--- src/rtl/instruction_fetch.sv ---
// RV64 fetch stage: PC, req/ack instruction-memory port, instruction register and decode handshake.
// Optional IFETCH_MISALIGN_TRAP_EN adds a misaligned-redirect trap state and the misalign_trap output.
module instruction_fetch #(
   parameter int              XLEN     = 64,
   parameter logic [XLEN-1:0] RESET_PC = '0
) (
   input  logic            clk,
   input  logic            rst_n,
   output logic            imem_req,
   output logic [XLEN-1:0] imem_addr,
   input  logic            imem_ack,
   input  logic [31:0]     imem_rdata,
   output logic            inst_valid,
   input  logic            inst_ready,
   output logic [31:0]     instruction,
   output logic [XLEN-1:0] inst_pc,
   input  logic            redirect,
   input  logic [XLEN-1:0] redirect_pc
`ifdef IFETCH_MISALIGN_TRAP_EN
   ,
   output logic            misalign_trap
`endif
);

   localparam logic [31:0] NOP = 32'h0000_0013;

   typedef enum logic [2:0] {
      S_IDLE,
      S_REQ,
      S_HOLD,
      S_DRAIN
`ifdef IFETCH_MISALIGN_TRAP_EN
      ,
      S_TRAP
`endif
   } state_t;

   state_t          state;
   logic [XLEN-1:0] pc;
   logic [XLEN-1:0] target;
   logic [XLEN-1:0] next_addr;
   logic            issue;
`ifdef IFETCH_MISALIGN_TRAP_EN
   logic            misaligned;
`endif

   // issue: a new request (or a trap) is launched from pc or from the redirect target this cycle
   always_comb begin
`ifdef IFETCH_MISALIGN_TRAP_EN
      target = redirect_pc;
`else
      target = redirect_pc & {{(XLEN-2){1'b1}}, 2'b00};
`endif
      next_addr = redirect ? target : pc;
      issue = (state == S_IDLE)
            || (state == S_REQ && !imem_req)
            || (state == S_HOLD && (redirect || inst_ready))
`ifdef IFETCH_MISALIGN_TRAP_EN
            || (state == S_TRAP && redirect)
`endif
            ;
`ifdef IFETCH_MISALIGN_TRAP_EN
      misaligned = |next_addr[1:0];
`endif
   end

   always_ff @(posedge clk or negedge rst_n) begin
      if (!rst_n) begin
         state       <= S_IDLE;
         pc          <= RESET_PC;
         imem_req    <= 1'b0;
         imem_addr   <= RESET_PC;
         inst_valid  <= 1'b0;
         inst_pc     <= '0;
         instruction <= NOP;
`ifdef IFETCH_MISALIGN_TRAP_EN
         misalign_trap <= 1'b0;
`endif
      end else if (issue) begin
         pc         <= next_addr;
         inst_valid <= 1'b0;
`ifdef IFETCH_MISALIGN_TRAP_EN
         misalign_trap <= misaligned;
         if (misaligned) begin
            state    <= S_TRAP;
            imem_req <= 1'b0;
         end else begin
            state     <= S_REQ;
            imem_req  <= 1'b1;
            imem_addr <= next_addr;
         end
`else
         state     <= S_REQ;
         imem_req  <= 1'b1;
         imem_addr <= next_addr;
`endif
      end else begin
         case (state)
            S_REQ: begin
               // an outstanding request is never withdrawn; a redirect without ack must drain it
               if (redirect) begin
                  pc <= target;
                  if (imem_ack) begin
                     imem_req <= 1'b0;
                  end else begin
                     state <= S_DRAIN;
                  end
               end else if (imem_ack) begin
                  instruction <= imem_rdata;
                  inst_pc     <= pc;
                  pc          <= pc + XLEN'(4);
                  imem_req    <= 1'b0;
                  inst_valid  <= 1'b1;
                  state       <= S_HOLD;
               end
            end
            S_DRAIN: begin
               if (redirect) begin
                  pc <= target;
               end
               if (imem_ack) begin
                  imem_req <= 1'b0;
                  state    <= S_REQ;
               end
            end
            default: ;
         endcase
      end
   end

endmodule
--- config.mk ---
export PLATFORM = sky130hd
export DESIGN_NAME = instruction_fetch
export DESIGN_NICKNAME = d
export VERILOG_FILES = /design/src/rtl/instruction_fetch.sv
export SDC_FILE = /design/constraint.sdc
export NUM_CORES = 1
export LEC_CHECK = 0
export BUFFER_PORTS_ARGS = -buffer_cell sky130_fd_sc_hd__clkbuf_2
export CORE_MARGIN = 10
export CORE_UTILIZATION = 25
export CTS_BUF_LIST = sky130_fd_sc_hd__clkbuf_8
export CTS_CLUSTER_SIZE = 16
export DETAILED_ROUTE_END_ITERATION = 8
export PLACE_DENSITY_LB_ADDON = 0.05
export REMOVE_ABC_BUFFERS = 1
export SLEW_MARGIN = 20
export SYNTH_ARGS = -nofsm -noshare
export SYNTH_HDL_FRONTEND = slang
export SYNTH_SLANG_ARGS = --single-unit
--- constraint.sdc ---
create_clock -name clk -period 2.4 [get_ports clk]
set_input_delay 0.12 -clock clk [delete_from_list [all_inputs] [get_ports clk]]
set_output_delay 0.12 -clock clk [all_outputs]
set_load 0.03 [all_outputs]
Word-level counts from Yosys, hierarchy flattened
Cells that the tools add are included.
{"block": "totals", "ff_bits": 229, "wordCells": 52}
{"block": "op_classes", "addsub": 1, "eq_ne": 7, "mux": 18, "bitwise": 2, "n_reduce_logical": 17}
{"op": "two-way mux 64 bit", "count": 4}
{"op": "one-hot mux 64 bit (2 select lines)", "count": 1}
{"op": "adder 64 x 3 -> 64 bit, second input constant", "count": 1}
{"op": "two-way mux 3 bit", "count": 5}
{"op": "!= test 4 bit, second input constant", "count": 2}
{"op": "AND reduction 4 bit", "count": 2}
{"op": "two-way mux 1 bit", "count": 7}
{"op": "== test 3 x 2 -> 1 bit, second input constant", "count": 2}
{"op": "one-hot mux 3 bit (2 select lines)", "count": 1}
{"op": "nonzero test 2 bit", "count": 3}
{"op": "AND reduction 2 bit", "count": 2}
{"op": "== test 3 x 1 -> 1 bit, second input constant", "count": 1}
{"op": "zero test 3 bit", "count": 1}
{"op": "logical OR 1 bit", "count": 3}
{"op": "!= test 3 bit, second input constant", "count": 1}
{"op": "AND reduction 3 bit", "count": 1}
{"op": "nonzero test 3 bit", "count": 1}
{"op": "logical AND 1 bit", "count": 2}
{"op": "!= test 2 x 1 -> 1 bit, second input constant", "count": 1}
{"op": "NOT 1 bit", "count": 2}
{"op": "OR reduction 2 bit", "count": 1}
{"op": "zero test 1 bit", "count": 1}

Longest topological paths before layout
Gate-level depths: netlist of the first run.
{"block": "depth", "ltp_word": 6, "mapped_depth": 8}

Least setup slack after synthesis of the first run
No wires, ideal clock.
{"block": "synth_timing", "kind": "register to register", "startpoint": "register imem_req", "endpoint": "register pc[52]", "arrival_time_ns": 2.118, "required_ns": 2.274, "setup_slack_ns": 0.156, "path_stages_with_launch": 6, "cell_sequence": "dfrtp_1 nand3b_1 nor4_4 nand4_2 or3_1 a221o_1"}
{"block": "synth_between", "elab_chain_len": 6, "elab_cells_between_ends": 8, "classes_between": "eq/ne: 1; mux: 1; reduce/logical: 6"}
{"element": "start: declaration", "line": "9", "text": "output logic imem_req,"}
{"element": "start signal: assignment", "line": "71", "text": "imem_req <= 1'b0;"}
{"element": "start signal: assignment", "line": "94", "text": "imem_req <= 1'b1;"}
{"element": "start signal: assignment", "line": "104", "text": "imem_req <= 1'b0;"}
{"element": "zero test 1 bit (*)", "line": "56", "text": "|| (state == S_REQ && !imem_req)"}
{"element": "logical AND 1 bit (*)", "line": "56"}
{"element": "logical OR 1 bit (*)", "line": "56"}
{"element": "logical OR 1 bit (*)", "line": "57", "text": "|| (state == S_HOLD && (redirect || inst_ready))"}
{"element": "!= test 4 bit (no line) or nonzero test 3 bit (tied branches)"}
{"element": "AND reduction 2 bit (no line)"}
{"element": "end signal: assignment", "line": "80", "text": "pc <= next_addr;"}
{"element": "end signal: assignment", "line": "102", "text": "pc <= target;"}
{"element": "end signal: assignment", "line": "111", "text": "pc <= pc + XLEN'(4);"}
{"element": "end: declaration", "line": "39", "text": "logic [XLEN-1:0] pc;"}
Every way passes the cells marked *; elsewhere a longest branch is shown, timed or not.
A chain may end at the register's enable or synchronous reset.

Final worst setup path of the first run
{"block": "layout_timing", "startpoint": "register state[1]", "endpoint": "register pc[25]"}
{"block": "layout_between", "elab_chain_len": 6, "elab_cells_between_ends": 13, "classes_between": "eq/ne: 4; mux: 2; reduce/logical: 7"}
{"element": "start: declaration", "line": "38", "text": "state_t state;"}
{"element": "start signal: assignment", "line": "69", "text": "state <= S_IDLE;"}
{"element": "start signal: assignment", "line": "93", "text": "state <= S_REQ;"}
{"element": "start signal: assignment", "line": "106", "text": "state <= S_DRAIN;"}
{"element": "== test 3 x 1 -> 1 bit", "line": "56, 98"}
{"element": "logical AND 1 bit", "line": "56"}
{"element": "logical OR 1 bit", "line": "56"}
{"element": "logical OR 1 bit", "line": "57"}
{"element": "!= test 4 bit (no line) or nonzero test 3 bit (tied branches)"}
{"element": "AND reduction 2 bit (no line)"}
Parallel ways exist; a longest one is shown, timed or not.

==> flow_summary.json, run 1 <==
{
  "status": "finished clean",
  "gp_congestion": 0.768,
  "critPathRequiredTime_ns": 2.89,
  "clock-sinks": 228,
  "die_y_microns": 226,
  "synth_area_per_cell_sq_um": 9.09,
  "initial_utilization_pct": 25.4,
  "place_ws_ns": 0.104,
  "die_w_microns": 226,
  "grt_overflow": 0,
  "finalHoldViolCount": 0,
  "period_share_pct": 95.3,
  "peakVddDrop_uv": 501,
  "h-tree-depth": 2,
  "slew_viol_final": 0,
  "drive_gt1_share_pct": 27.2,
  "ant_nets": 0,
  "path_class": "flop to flop",
  "fmax_mhz": 437,
  "clkSlewWorstSetupHoldPaths_ns": 0.06,
  "final_cell_area_sq_um": 15000,
  "power_density_nw_per_um2": 1170,
  "critical_path.max_fanout": 8,
  "wl_per_cell_microns": 19.8,
  "clockBufferDepth": 3,
  "skew_ns": 0.0423,
  "antenna_found_initial": 2,
  "rsz0062_at_grt": "no",
  "yosysTopAreaCell": "dfrtp_1",
  "hp-class": "input port to asynchronous set/reset pin",
  "yosysWarningCount": 0,
  "areaGrowthSynthToFinish_pct": 40.6,
  "syn_area_sq_um": 10700,
  "critical_path.startpoint_type": "flop",
  "drtIter0Drc": 581,
  "finalWorstSetupSlack_ns": 0.112,
  "grt_pass1_wl_mm": 65.6,
  "final_common_cell": "nand2_1",
  "io_buffers": 260,
  "cts-root-buf": "clkbuf_8",
  "final_cells": 2160,
  "dp_hpwl_mm": 30.4,
  "mostFrequentLayoutCells": "nand2_1 (395), clkbuf_2 (258), dfrtp_1 (225)",
  "cts_tree": "yes",
  "finalCriticalPeriod_ns": 2.29,
  "row_count": 75,
  "routed_wl_mm": 42.8,
  "ys_async_sr_fraction_pct": 100,
  "yosysSeqAreaShare_pct": 53.6,
  "clk_latency_ns": 0.61,
  "drv_cap": 0,
  "setup_viol": 0,
  "rr_worst_depth": 6,
  "final_nets": 1691,
  "synth_seq_cells": 228,
  "drc": 0,
  "worst-endpoint-arrival_ns": 2.78,
  "worst_setup_path_end_kind": "flop",
  "via_per_inst": 4.59,
  "fillers": 4444,
  "num_vias": 9919,
  "syn_inst": 1172,
  "yosysUniqueCellTypes": 66,
  "p_leak_nw": 7.32,
  "rr_endpoint": "pc[25]",
  "placed_cells": 1982,
  "grt_max_degree": 67,
  "synth_flop_cell": "dfrtp_1",
  "firstDrtPassIters": 5,
  "worst_pin_slew_ns": 0.856,
  "r2r-start": "state[1]",
  "ff2ff_setup_slack_ns": 0.11,
  "grt_pass1_vias": 10500,
  "slew-limit-headroom_pct": 42.9,
  "yosys.area.top_type_share_pct": 52.8,
  "core_area_sq_um": 42000,
  "grt.total_usage_pct": 16.7,
  "synth_area_leaders": "dfrtp_1 (53%), nand2_1 (14%), mux2i_1 (3.6%), o21ai_0 (3.4%), clkbuf_1 (2.1%)",
  "placed_cell_area_sq_um": 13100,
  "synth-edff-count": 0,
  "io_pins": 263,
  "cts_buffers": 46,
  "dieArea_sq_um": 51300
}
==> what timing repair did <==
action / 4_1_cts / 5_1_grt
resized for setup: 0 / 5
hold buffers: 97 / 0
buffers inserted: 0 / 1
setup endpoints to repair: 0 / 7
hold endpoints to repair: 359 / 0
==> layout make-up <==
| class | count | area [sq um] | area share (%) |
|---|---|---|---|
| inverters | 11 | 41.3 | 0.275 |
| multi-input cells | 859 | 4660 | 31.1 |
| flip-flops and latches | 228 | 5710 | 38.1 |
| clock buffers | 57 | 785 | 5.23 |
| repair buffers | 443 | 3010 | 20.0 |
| clock inverters | 22 | 116 | 0.776 |
| well taps | 539 | 674 | 4.50 |
| diodes | 1 | 2.50 | 0.0167 |
==> worst max-delay path, cell delays in order (launching register included) <==
cell      delay, ns
dfrtp_1        0.39
or3b_1         0.52
a21oi_1        0.34
buf_4          0.20
nand4_1        0.14
or4_1          0.50
o211ai_1       0.10
==> synthesized netlist by cell type (all sizes together), types with 7 or more instances <==
master and number:
a31oi 8, nand4 32, nand3 30, a21oi 17, nor2b 14, nand2 397
and2 7, dfrtp 225, o21ai 72, buf 12, or3 13, clkbuf 62
nor3 20, mux2i 38, a21boi 18, nor2 46, o31ai 11, inv 11
and3 18, and4 15, mux2 8, o211ai 8, nor4 18
==> cell families (layout without fill, tap and decap cells) <==
logic type	Yosys count	in the layout	share of synthesized area, %
AO/OA/AOI/OAI	176	176	10.9
XOR/XNOR	7	7	0.575
adder cells (fa/ha/maj)	1	1	0.117
buffers and inverters	85	533	3.19
flip-flops	228	228	53.6
multiplexers	46	46	4.41
other	0	1	0
AND/OR/NAND/NOR	629	629	27.3
==> flip-flops by register name, summed over array words and instances (netlist names) <==
name,cells
inst_valid,1
inst_pc,64
pc,64
imem_req,1
state,2
imem_addr,64
instruction,32
==> where the power goes <==
group	switching, mW	internal, mW	leakage (nW)
registers	0.833	5.25	2.78
logic	5.28	2.11	4.01
clock network	1.78	2.23	0.526
==> worst max path at each step <==
stage / startpoint / endpoint / slack (ns)
after global routing: state[1] / pc[25] / 0.008
final: state[1] / pc[25] / 0.11
after CTS: state[1] / pc[8] / 0.09
after global placement: state[1] / pc[8] / 0.08
after floorplan: imem_req / pc[51] / -2.75
after detailed placement: state[1] / pc[56] / 0.10
==> stage by stage <==
stage               utilization (%)  hold slack (ns)  setup TNS [ns]  power, mW
floorplan                         -           -0.176         -193.46       10.5
global placement               31.1            0.142               0       13.5
detailed placement             31.1            0.136               0       13.6
CTS                            35.6           0.0207               0       17.9
global route                   35.7           0.0889               0       18.7
finish                         35.7           0.0554               0       17.5
==> per-layer routing <==
metal,vias to the layer above,routed length (microns),GRT usage [%],share of wire (%)
met1,4765,20000,22.0,47
met2,219,19700,26.6,46
li1,4883,-,-,-
met5,-,9,0,0.021
met4,2,769,4.24,1.8
met3,50,2300,4.24,5.4
No activity file was read; power rests on OpenSTA's default activity.
==> run 2, diff against run 1 <==
Settings changed: CTS_BUF_LIST sky130_fd_sc_hd__clkbuf_8 to sky130_fd_sc_hd__clkbuf_16, GPL_ROUTABILITY_DRIVEN set to 0.
==> run 2 against run 1 <==
  * The flow now finishes with violations (negative hold slack)
  * Clock power increased by 3%
  * Register-to-register slack about the same
  * Worst hold slack got worse by 0.056 ns
  * Utilization decreased by 0.080 points
  * Cell count decreased by 1.3%
  * Critical path type unchanged
  * Critical endpoint unchanged
  * Largest cell class unchanged
==> flow_summary.json, run 2 (synthesis results as in run 1) <==
{
  "worst_pin_slew_ns": 0.853,
  "clockBufferDepth": 3,
  "dp_hpwl_mm": 30.4,
  "multi_input_area_sq_um": 4650,
  "final_nets": 1674,
  "placed_cell_area_sq_um": 13100,
  "num_vias": 9886,
  "power_switching_mw": 7.85,
  "critPathRequiredTime_ns": 2.88,
  "slew_viol_final": 0,
  "die_w_microns": 226,
  "drtIter0Drc": 576,
  "clk_latency_ns": 0.56,
  "peakVddDrop_uv": 508,
  "worst_setup_path_end_kind": "flop",
  "p_leak_nw": 7.26,
  "mostFrequentLayoutCells": "nand2_1 (395), clkbuf_2 (258), dfrtp_1 (225)",
  "h-tree-depth": 1,
  "final_common_cell": "nand2_1",
  "wl_per_cell_microns": 19.9,
  "io_pins": 263,
  "areaGrowthSynthToFinish_pct": 40.3,
  "grt.total_usage_pct": 16.5,
  "fmax_mhz": 439,
  "routed_wl_mm": 42.5,
  "finalHoldViolCount": 1,
  "dieArea_sq_um": 51300,
  "grt_pass1_wl_mm": 65.2,
  "violations": "negative hold slack",
  "antenna_found_initial": 2,
  "drive_gt1_share_pct": 25.9,
  "grt_overflow": 0,
  "p_clk_share_pct": 23.4,
  "skew_ns": 0.0128,
  "slew-limit-headroom_pct": 43.2,
  "regArea_sq_um": 5710,
  "intPower_mw": 9.73,
  "final_cells": 2132,
  "row_count": 75,
  "initial_utilization_pct": 25.4,
  "die_y_microns": 226,
  "top_regs": "imem_addr (64), inst_pc (64), pc (64)",
  "setup_viol": 0,
  "core_area_sq_um": 42000,
  "finalWorstSetupSlack_ns": 0.123,
  "io_buffers": 260,
  "firstDrtPassIters": 4,
  "ant_nets": 0,
  "power_density_nw_per_um2": 1170,
  "critical_path.max_fanout": 6,
  "via_per_inst": 4.64,
  "grt_max_degree": 67,
  "worst-endpoint-arrival_ns": 2.75,
  "pwr-share-comb_pct": 42.0,
  "rsz0062_at_grt": "no",
  "clock-sinks": 228,
  "grt_pass1_vias": 10400,
  "period_share_pct": 94.9,
  "finalCriticalPeriod_ns": 2.28,
  "fillers": 4449,
  "place_ws_ns": 0.104,
  "cts_tree": "yes",
  "hp-class": "input port to flop",
  "status": "finished, violations left",
  "clkSlewWorstSetupHoldPaths_ns": 0.06,
  "path_class": "flop to flop",
  "pwr-share-seq_pct": 34.6,
  "critical_path.startpoint_type": "flop",
  "switching_share_pct": 44.7,
  "final_cell_area_sq_um": 15000,
  "final_core_util_pct": 35.6,
  "placed_cells": 1982,
  "drc": 0,
  "cts_buffers": 29,
  "cts-root-buf": "clkbuf_16",
  "drv_cap": 0,
  "timing.hold.ws_ns": -0.000970
}
==> run 2: cell types whose count changed in the layout (fill, tap and decap cells not counted), moves of 5 or more <==
| cell | before | now |
|---|---|---|
| clkbuf_16 | 0 | 29 |
| clkbuf_8 | 57 | 0 |
| clkinv_1 | 0 | 5 |
| inv_1 | 28 | 22 |
==> run 2: timing repair <==
item,CTS,global route
gates resized for setup,0,5
hold endpoints to repair,245,0
buffers inserted,0,1
hold buffers,97,0
endpoints found under the setup margin,0,7
==> run 2: per-layer routing <==
| metal | share of wire [%] | vias to the layer above | GRT usage [%] |
|---|---|---|---|
| met2 | 47 | 203 | 26.8 |
| met1 | 47 | 4778 | 22.1 |
| met5 | 0.021 | - | 0 |
| met4 | 1.8 | 2 | 3.90 |
| met3 | 4.9 | 53 | 3.06 |
| li1 | - | 4850 | - |
==> run 2: worst max-delay path: stages, from the launching register on <==
cell and delay [ns]:
dfrtp_1 0.42, nand3b_1 0.32, buf_4 0.25, a21oi_1 0.27
buf_4 0.20, nand4_1 0.13, or4_1 0.50, o211ai_1 0.10
==> run 2: final cells by class <==
cell class / count / area share [%]
Sequential cell: 228 / 38.2
Clock buffer: 29 / 4.85
Timing Repair Buffer: 443 / 20.1
Inverter: 11 / 0.276
Tap cell: 539 / 4.51
Clock inverter: 22 / 0.970
Multi-Input combinational cell: 859 / 31.1
Antenna cell: 1 / 0.0167
==> run 2: path summary, 6_finish.rpt <==
check	start	end	slack [ns]	depth (start not counted)
setup / recovery	state[1]	pc[25]	0.12	7
hold / removal	inst_ready	state[1]	-0.001	3
setup reg to reg	state[1]	pc[25]	0.12	7
hold reg to reg	pc[0]	inst_pc[0]	0.46	2
max in group asynchronous	rst_n	inst_pc[58]	1.43	3
min in group asynchronous	rst_n	instruction[22]	0.09	2
==> run 2: power by group through the flow <==
stage	Clock, mW	Sequential, mW	Combinational (mW)
6_report	4.12	6.08	7.38
5_1_grt	4.44	6.27	8.09
4_1_cts	4.29	6.10	7.58
3_5_place_dp	0	6.16	7.43
3_3_place_gp	0	6.13	7.41
2_1_floorplan	0	8.54	1.98
==> run 2: through the flow <==
stage | hold slack [ns] | TNS (ns) | total power [mW]
after floorplan | -0.176 | -193.46 | 10.5
after global placement | 0.142 | 0 | 13.5
after detailed placement | 0.136 | 0 | 13.6
after CTS | 0.0791 | 0 | 18.0
after global routing | 0.0239 | 0 | 18.8
final | -0.000970 | 0 | 17.6
==> run 3, diff against run 2 <==
Settings changed: CTS_BUF_LIST sky130_fd_sc_hd__clkbuf_16 to sky130_fd_sc_hd__clkbuf_4 sky130_fd_sc_hd__clkbuf_8.
==> run 3 against run 2 <==
  * Wire length grew 0.81%
  * The run now ends clean
  * Flip-flop and latch count unchanged
  * Largest cell class unchanged
  * Sequential power is essentially flat
  * Critical endpoint unchanged
  * Non-clock buffer count stayed put
  * Critical path depth shrank 1
  * Global-route usage is 0.24 points higher
  * Setup slack got worse by 0.0042 ns
  * Maximum frequency shrank 0.18%
  * Sequential share of layout area decreased by 0.25 points
  * Die area stayed put
==> flow_summary.json, run 3 (synthesis results as in run 1) <==
{
  "status": "finished clean",
  "finalCriticalPeriod_ns": 2.28,
  "clockBufferDepth": 3,
  "clkSlewWorstSetupHoldPaths_ns": 0.06,
  "clk_latency_ns": 0.61,
  "p_leak_nw": 7.31,
  "final_nets": 1691,
  "grt_overflow": 0,
  "grt_pass1_wl_mm": 65.7,
  "ff2ff_setup_slack_ns": 0.12,
  "rr_endpoint": "pc[25]",
  "final_common_cell": "nand2_1",
  "startpoint": "state[1]",
  "setup.worst_path.end": "pc[25]",
  "antenna_found_initial": 2,
  "multi_input_area_sq_um": 4660,
  "setup_viol": 0,
  "drv_cap": 0,
  "drive_gt1_share_pct": 28.2,
  "grt.total_usage_pct": 16.7,
  "die_y_microns": 226,
  "io_pins": 263,
  "peakVddDrop_uv": 501,
  "die_w_microns": 226,
  "critPathRequiredTime_ns": 2.89,
  "routed_wl_mm": 42.9,
  "worst-endpoint-arrival_ns": 2.78,
  "r2r-start": "state[1]",
  "cts-root-buf": "clkbuf_8",
  "slew-limit-headroom_pct": 43.0,
  "drc": 0,
  "dieArea_sq_um": 51300,
  "top_regs": "imem_addr (64), inst_pc (64), pc (64)",
  "path_class": "flop to flop",
  "worst_pin_slew_ns": 0.854,
  "core_area_sq_um": 42000,
  "dp_hpwl_mm": 30.4,
  "via_per_inst": 4.61,
  "grt_pass1_vias": 10500,
  "num_vias": 9957,
  "rr_worst_depth": 6,
  "critical_path.startpoint_type": "flop",
  "grt_max_degree": 67,
  "critical_path.max_fanout": 8,
  "timing.hold.ws_ns": 0.0902,
  "io_buffers": 260,
  "fmax_mhz": 438,
  "final_core_util_pct": 35.8,
  "wl_per_cell_microns": 19.8,
  "firstDrtPassIters": 6,
  "areaGrowthSynthToFinish_pct": 41.2,
  "period_share_pct": 95.1,
  "h-tree-depth": 2,
  "mostFrequentLayoutCells": "nand2_1 (395), clkbuf_2 (258), dfrtp_1 (225)",
  "fillers": 4439,
  "initial_utilization_pct": 25.4,
  "row_count": 75,
  "regArea_sq_um": 5710,
  "cts_buffers": 46,
  "power_density_nw_per_um2": 1180,
  "skew_ns": 0.0419,
  "ant_nets": 0,
  "finalHoldViolCount": 0,
  "clock-sinks": 228,
  "cts_tree": "yes",
  "drtIter0Drc": 621,
  "worst_setup_path_end_kind": "flop",
  "hp-class": "input port to asynchronous set/reset pin",
  "slew_viol_final": 0,
  "total_power_mw": 17.7,
  "rsz0062_at_grt": "no"
}
[run 3: changes by cell type in the layout (fill, tap and decap cells not counted), sizes merged]
cell,delta
clkbuf,+45
clkinv,-4
bufinv,-1
clkinvlp,-1
inv,-11
[run 3: worst max-delay path, stage by stage, from the launching register on]
cell      delay (ns)
dfrtp_1         0.39
or3b_1          0.51
a21oi_1         0.34
buf_4           0.20
nand4_1         0.14
or4_1           0.50
o211ai_1        0.10
[run 3: routing by layer]
metal  wire (microns)  up-vias  GRT usage (%)
li1                 -     4884              -
met1            20100     4797           22.2
met2            19700      221           26.6
met3             2290       53           4.24
met4              772        2           4.26
met5                9        -              0
[run 3: worst min path at each step]
stage / from / endpoint / slack (ns)
finish: rst_n / instruction[22] / 0.09
global route: rst_n / instruction[30] / 0.10
CTS: inst_ready / state[1] / 0.02
detailed placement: rst_n / instruction[22] / 0.14
global placement: rst_n / instruction[22] / 0.14
floorplan: rst_n / imem_addr[0] / -0.18
[run 3: cell type report]
type | instances | area share [%]
flip-flops and latches | 228 | 37.9
multi-input cells | 859 | 30.9
repair buffers | 443 | 20.0
clock buffers | 74 | 6.06
well taps | 539 | 4.48
clock inverters | 5 | 0.349
inverters | 11 | 0.274
diodes | 1 | 0.0166
[run 3: stage by stage]
| step | setup slack (ns) | instances | area [sq um] | TNS (ns) |
|---|---|---|---|---|
| floorplan | -2.75 | 1098 | 10400 | -193.46 |
| CTS | 0.0890 | 2158 | 15000 | 0 |
| detailed placement | 0.104 | 1982 | 13100 | 0 |
| finish | 0.119 | 2160 | 15100 | 0 |
| global route | 0.00955 | 2160 | 15100 | 0 |
| global placement | 0.0765 | 1982 | 13100 | 0 |
[run 3: where the power goes]
group | switching [mW] | leakage, nW | total [mW] | internal, mW
sequential | 0.833 | 2.78 | 6.08 | 5.25
clock | 1.79 | 0.514 | 4.28 | 2.49
combinational | 5.28 | 4.01 | 7.38 | 2.11
[run 3: what timing repair did]
action,4_1_cts,5_1_grt
endpoints found under the hold margin,359,0
setup endpoints to repair,0,7
hold buffers,97,0
resized for setup,0,5
buffers inserted,0,1
